### src/rtl/counter_pkg.sv
// Shared widths and types for the event-capture path that sits behind the free-running counter.
// Holds the timestamp type and the saturating helper used by the drop counter.
package counter_pkg;

    localparam int COUNT_W     = 32;
    localparam int EPOCH_W_DEF = 16;
    localparam int DROP_W      = 16;

    typedef logic [EPOCH_W_DEF+COUNT_W-1:0] timestamp_t;

    function automatic logic [DROP_W-1:0] sat_inc(input logic [DROP_W-1:0] v);
        return (&v) ? v : v + 1'b1;
    endfunction

endpackage

### src/rtl/capture_fifo.sv
// Synchronous circular-buffer FIFO with extra-bit pointers, head always presented on rdata.
// A push into a full FIFO is still accepted when a pop happens in the same cycle.
module capture_fifo #(
    parameter int DEPTH = 8,
    parameter int W     = 48,
    localparam int AW   = $clog2(DEPTH)
) (
    input  logic          clk,
    input  logic          reset,
    input  logic          push,
    input  logic [W-1:0]  wdata,
    input  logic          pop,
    output logic [W-1:0]  rdata,
    output logic          empty,
    output logic          full,
    output logic [AW:0]   level
);

    localparam int LW = AW + 1;

    logic [AW:0]  wr_ptr_q, wr_ptr_d;
    logic [AW:0]  rd_ptr_q, rd_ptr_d;
    logic [W-1:0] mem_q [DEPTH];
    logic [W-1:0] mem_d [DEPTH];
    logic         do_push, do_pop;

    assign level = wr_ptr_q - rd_ptr_q;
    assign empty = (wr_ptr_q == rd_ptr_q);
    assign full  = (level == LW'(DEPTH));
    assign rdata = empty ? '0 : mem_q[rd_ptr_q[AW-1:0]];

    assign do_pop  = pop & ~empty;
    assign do_push = push & (~full | do_pop);

    always_comb begin
        wr_ptr_d = wr_ptr_q;
        rd_ptr_d = rd_ptr_q;
        for (int i = 0; i < DEPTH; i++) mem_d[i] = mem_q[i];
        if (do_push) begin
            mem_d[wr_ptr_q[AW-1:0]] = wdata;
            wr_ptr_d = wr_ptr_q + 1'b1;
        end
        if (do_pop) rd_ptr_d = rd_ptr_q + 1'b1;
    end

    always_ff @(posedge clk) begin
        if (reset) begin
            wr_ptr_q <= '0;
            rd_ptr_q <= '0;
            for (int i = 0; i < DEPTH; i++) mem_q[i] <= '0;
        end else begin
            wr_ptr_q <= wr_ptr_d;
            rd_ptr_q <= rd_ptr_d;
            for (int i = 0; i < DEPTH; i++) mem_q[i] <= mem_d[i];
        end
    end

endmodule

### src/rtl/counter_event_capture.sv
// Timestamps rising edges of an asynchronous event line with {epoch, count} and queues them
// for a valid/ready reader; epoch counts upstream overflow rises.
module counter_event_capture
    import counter_pkg::*;
#(
    parameter int DEPTH       = 8,
    parameter int EPOCH_W     = EPOCH_W_DEF,
    parameter int SYNC_STAGES = 2
) (
    input  logic                       clk,
    input  logic                       reset,
    input  logic [COUNT_W-1:0]         count,
    input  logic                       overflow,
    input  logic                       event_in,
    input  logic                       capture_en,
    output logic                       out_valid,
    input  logic                       out_ready,
    output logic [EPOCH_W+COUNT_W-1:0] out_timestamp,
    output logic [$clog2(DEPTH):0]     fill_level,
    output logic [DROP_W-1:0]          drop_count,
    output logic [EPOCH_W-1:0]         epoch
);

    localparam int TS_W = EPOCH_W + COUNT_W;

    logic [SYNC_STAGES-1:0] sync_q, sync_d;
    logic                   sync_prev_q, sync_prev_d;
    logic                   ovf_q, ovf_d;
    logic [EPOCH_W-1:0]     epoch_q, epoch_d;
    logic [DROP_W-1:0]      drop_q, drop_d;

    logic                   sync_out, ev_rise, ovf_rise, push_req, pop;
    logic                   fifo_empty, fifo_full;
    logic [EPOCH_W-1:0]     eff_epoch;
    logic [TS_W-1:0]        entry;

    assign sync_out = sync_q[SYNC_STAGES-1];
    assign ev_rise  = sync_out & ~sync_prev_q;
    assign ovf_rise = overflow & ~ovf_q;
    // A capture landing on the wrap cycle belongs to the new epoch.
    assign eff_epoch = epoch_q + EPOCH_W'(ovf_rise);
    assign entry     = {eff_epoch, count};
    assign push_req  = ev_rise & capture_en;
    assign pop       = out_valid & out_ready;

    always_comb begin
        sync_d      = {sync_q[SYNC_STAGES-2:0], event_in};
        sync_prev_d = sync_out;
        ovf_d       = overflow;
        epoch_d     = eff_epoch;
        drop_d      = drop_q;
        if (push_req && fifo_full && !pop) drop_d = sat_inc(drop_q);
    end

    always_ff @(posedge clk) begin
        if (reset) begin
            sync_q      <= '0;
            sync_prev_q <= 1'b0;
            ovf_q       <= 1'b0;
            epoch_q     <= '0;
            drop_q      <= '0;
        end else begin
            sync_q      <= sync_d;
            sync_prev_q <= sync_prev_d;
            ovf_q       <= ovf_d;
            epoch_q     <= epoch_d;
            drop_q      <= drop_d;
        end
    end

    capture_fifo #(
        .DEPTH (DEPTH),
        .W     (TS_W)
    ) u_fifo (
        .clk   (clk),
        .reset (reset),
        .push  (push_req),
        .wdata (entry),
        .pop   (pop),
        .rdata (out_timestamp),
        .empty (fifo_empty),
        .full  (fifo_full),
        .level (fill_level)
    );

    assign out_valid  = ~fifo_empty;
    assign drop_count = drop_q;
    assign epoch      = epoch_q;

endmodule

### config.mk
export PLATFORM = sky130hd
export DESIGN_NAME = counter_event_capture
export DESIGN_NICKNAME = d
export VERILOG_FILES = /design/src/rtl/counter_pkg.sv /design/src/rtl/capture_fifo.sv /design/src/rtl/counter_event_capture.sv
export SDC_FILE = /design/constraint.sdc
export NUM_CORES = 1
export LEC_CHECK = 0
export ABC_AREA = 1
export CORE_ASPECT_RATIO = 0.6
export CORE_MARGIN = 5
export CORE_UTILIZATION = 63
export CTS_CLUSTER_SIZE = 10
export DETAILED_ROUTE_END_ITERATION = 10
export PLACE_DENSITY = 0.94
export SETUP_SLACK_MARGIN = 0.15
export SLEW_MARGIN = 30
export SYNTH_ARGS = -nofsm -noshare
export SYNTH_HDL_FRONTEND = slang
export SYNTH_SLANG_ARGS = --single-unit
export TNS_END_PERCENT = 1
### constraint.sdc
create_clock -name clk -period 4.7 [get_ports clk]
set_clock_uncertainty 0.2 [all_clocks]
set_input_delay 0.705 -clock clk [delete_from_list [all_inputs] [get_ports clk]]
set_output_delay 0.705 -clock clk [all_outputs]
set_load 0.01 [all_outputs]
==> results.sh <==
export IMPL_min_path_type="flip-flop to flip-flop"
export IMPL_drc=0
export IMPL_met2_usage_pct=46.2
export IMPL_antenna_found_initial=0
export IMPL_dieHeight_um=153
export IMPL_hold_violations=0
export IMPL_vdd_drop_max_v=0.000330
export IMPL_crit_type="flip-flop to primary output"
export IMPL_cp_max_fo=37
export IMPL_routedWlPerCell_um=14.9
export IMPL_overflow=0
export IMPL_grt_pass1_wl_mm=95.7
export IMPL_dr_pass1_iters=6
export IMPL_crit_path_start_kind="flip-flop"
export IMPL_layout_common_cells="nand2_1 (905), nor2_1 (793), inv_1 (486)"
export IMPL_grt_use_total_pct=29.3
export IMPL_place_hpwl_mm=34.4
export IMPL_clk_path_buf_depth=3
export IMPL_grt_max_degree=166
export IMPL_viasPerCell=5.40
export IMPL_rows=52
export IMPL_io_pins=123
export IMPL_layout_drive_gt1_share_pct=3.31
export IMPL_rsz0062_at_grt="no"
export IMPL_synth_top_area_share_pct=40.1
export IMPL_die_area_mm2=0.0381
export IMPL_crit_required_ns=3.80
export IMPL_crit_arrival_ns=3.41
export IMPL_totalWireLength_mm=58.5
export IMPL_powerDensity_mw_per_mm2=356
export IMPL_start_util_pct=63.9
export IMPL_ys_ff_latch=431
export IMPL_outcome="complete, no violations"
export IMPL_ant_nets=0
export IMPL_die_w_um=249
export IMPL_worst_slack_ns=0.385
export IMPL_clk_latency_ns=0.57
export IMPL_clock_fmax_ghz=0.232
export IMPL_syn_area_mm2=0.0215
export IMPL_cts_repair_resized=0
export IMPL_cts_setup_buffers=0
export IMPL_fp_coreArea_mm2=0.0337
export IMPL_gp_congestion=0.864
export IMPL_synth_distinct_cells=32
export IMPL_cap_violations=0
export IMPL_h_tree_depth=2
export IMPL_dp_slack_ns=0.965
export IMPL_synth_area_per_cell_um2=6.13
export IMPL_synth_nets=3559
export IMPL_ctsHoldBuffers=0
export IMPL_busiest_layer="met2"
export IMPL_cts_clk_slew_worst_paths_ns=0.05
export IMPL_worst_slew_pin_slew_ns=0.991
export IMPL_yosys_warnings=0
export IMPL_synth_cells=3512
export IMPL_clock_sinks=431
export IMPL_synth_top_cell_by_area="dfxtp_1"
export IMPL_num_vias=21268
export IMPL_drt_iter0_drc=2784
export IMPL_grt_util_met1_pct=41.4
export IMPL_min_period_over_period_pct=91.8
export IMPL_cts_inserted_buffers=49
export IMPL_finalNetCount=3521
export IMPL_leakagePower_nw=11.7
export IMPL_tns_ns=0
export IMPL_synth_area_leaders="dfxtp_1 (40%), nand2_1 (16%), nor2_1 (14%), inv_1 (8.5%), a21oi_1 (4.9%)"
export IMPL_grt_pass1_vias=19123
export IMPL_setup_viol=0
export IMPL_cts_tree="built"
export IMPL_drv_slew=0
export IMPL_use_met3_pct=4.87
export IMPL_final_common_cell="nand2_1"
export IMPL_portBuffers=122
export IMPL_root_buffer="clkbuf_16"
export IMPL_slew_headroom_pct=33.9
export IMPL_cp_end_kind="primary output"
export IMPL_antenna_cells=0
export IMPL_finalCriticalPeriod_ns=4.32
export IMPL_syn2layout_area_growth_pct=11.2
export IMPL_ys_seq_area_share_pct=40.1
Yosys cell counts:
cell type,number
buf_4,1
dfxtp_1,431
nand3_1,71
nor2_4,1
clkinv_1,1
nand3b_1,1
ha_1,8
buf_1,23
nor2_2,1
nor3_1,3
nand2_2,3
inv_1,489
nand3_2,2
a21oi_1,212
clkbuf_2,32
inv_2,2
xor2_1,11
buf_2,61
and2_1,2
buf_6,2
o21ai_0,203
nand3_4,6
xnor2_2,1
fa_1,1
a31oi_1,48
xnor2_1,4
nand2_4,1
or2_2,3
clkbuf_1,128
nand2_1,905
nand4_1,62
nor2_1,793
cell families (layout without fill, tap and decap cells):
family                     count (synthesis)  count (layout)  share of synthesized area (%)
buffers and inverters                    739             704                           13.5
DFF                                      431             431                           40.1
xor gates and xnor gates                  16              16                          0.686
and+or+nand+nor                         1854            1854                           34.1
AOI/OAI and AO/OA                        463             463                           11.0
adders and majority gates                  9               9                          0.558
path summary, 6_finish.rpt:
check | start | slack (ns) | cells past startpoint | to
worst min-delay path | sync_q[0] | 0.20 | 2 | sync_q[1]
worst min register to register | sync_q[0] | 0.20 | 2 | sync_q[1]
worst max-delay path | u_fifo.wr_ptr_q[0] | 0.38 | 9 | out_timestamp[7]
worst max register to register | u_fifo.wr_ptr_q[0] | 0.86 | 14 | u_fifo.mem_q[0][43]
registers in the layout, summed over array words and instances, names as in the netlist, named ones only:
register         flops
ovf_q                1
u_fifo.wr_ptr_q      4
drop_count          16
sync_q               2
u_fifo.mem_q       384
epoch               16
u_fifo.rd_ptr_q      4
sync_prev_q          1
per-layer routing:
layer	part of all wire [%]	routed length, µm	vias to the layer above
met4	2.4	1380	0
met3	11	6210	127
met2	45	26100	1132
met1	43	24900	9486
met5	0	0	-
li1	-	-	10523
through the flow:
stage | utilization, % | hold slack, ns | instances | total power [mW] | cell area [µm²]
2_1_floorplan | - | 0.188 | 3512 | 4.80 | 21500
3_3_place_gp | 67.1 | 0.191 | 3879 | 5.26 | 22600
3_5_place_dp | 67.3 | 0.192 | 3882 | 5.29 | 22700
4_1_cts | 71.0 | 0.200 | 3936 | 8.51 | 23900
5_1_grt | 71.0 | 0.234 | 3936 | 8.85 | 23900
6_report | 71.0 | 0.200 | 3936 | 8.52 | 23900
cell type report:
cell class / instances / area (µm²)
well taps: 459 / 574
clock inverters: 3 / 26.3
repair buffers: 158 / 1600
flip-flops and latches: 431 / 8640
inverters: 492 / 1860
clock buffers: 51 / 1230
multi-input cells: 2342 / 10000
fillers: 2699 / 9760
critical path, stage by stage (launching register included):
cell and delay, ns:
dfxtp_1 0.43, inv_1 0.15, ha_1 0.29, inv_1 0.11, nor2_1 0.07, nand2_2 0.30
buf_6 0.40, nand2_1 0.11, a31oi_1 0.33, clkdlybuf4s50_1 0.62
where the power goes:
part	switching (mW)	internal, mW
sequential	0.0704	3.69
clock	1.43	1.84
combinational	0.999	0.490
Power figures use the tool's default switching activity.
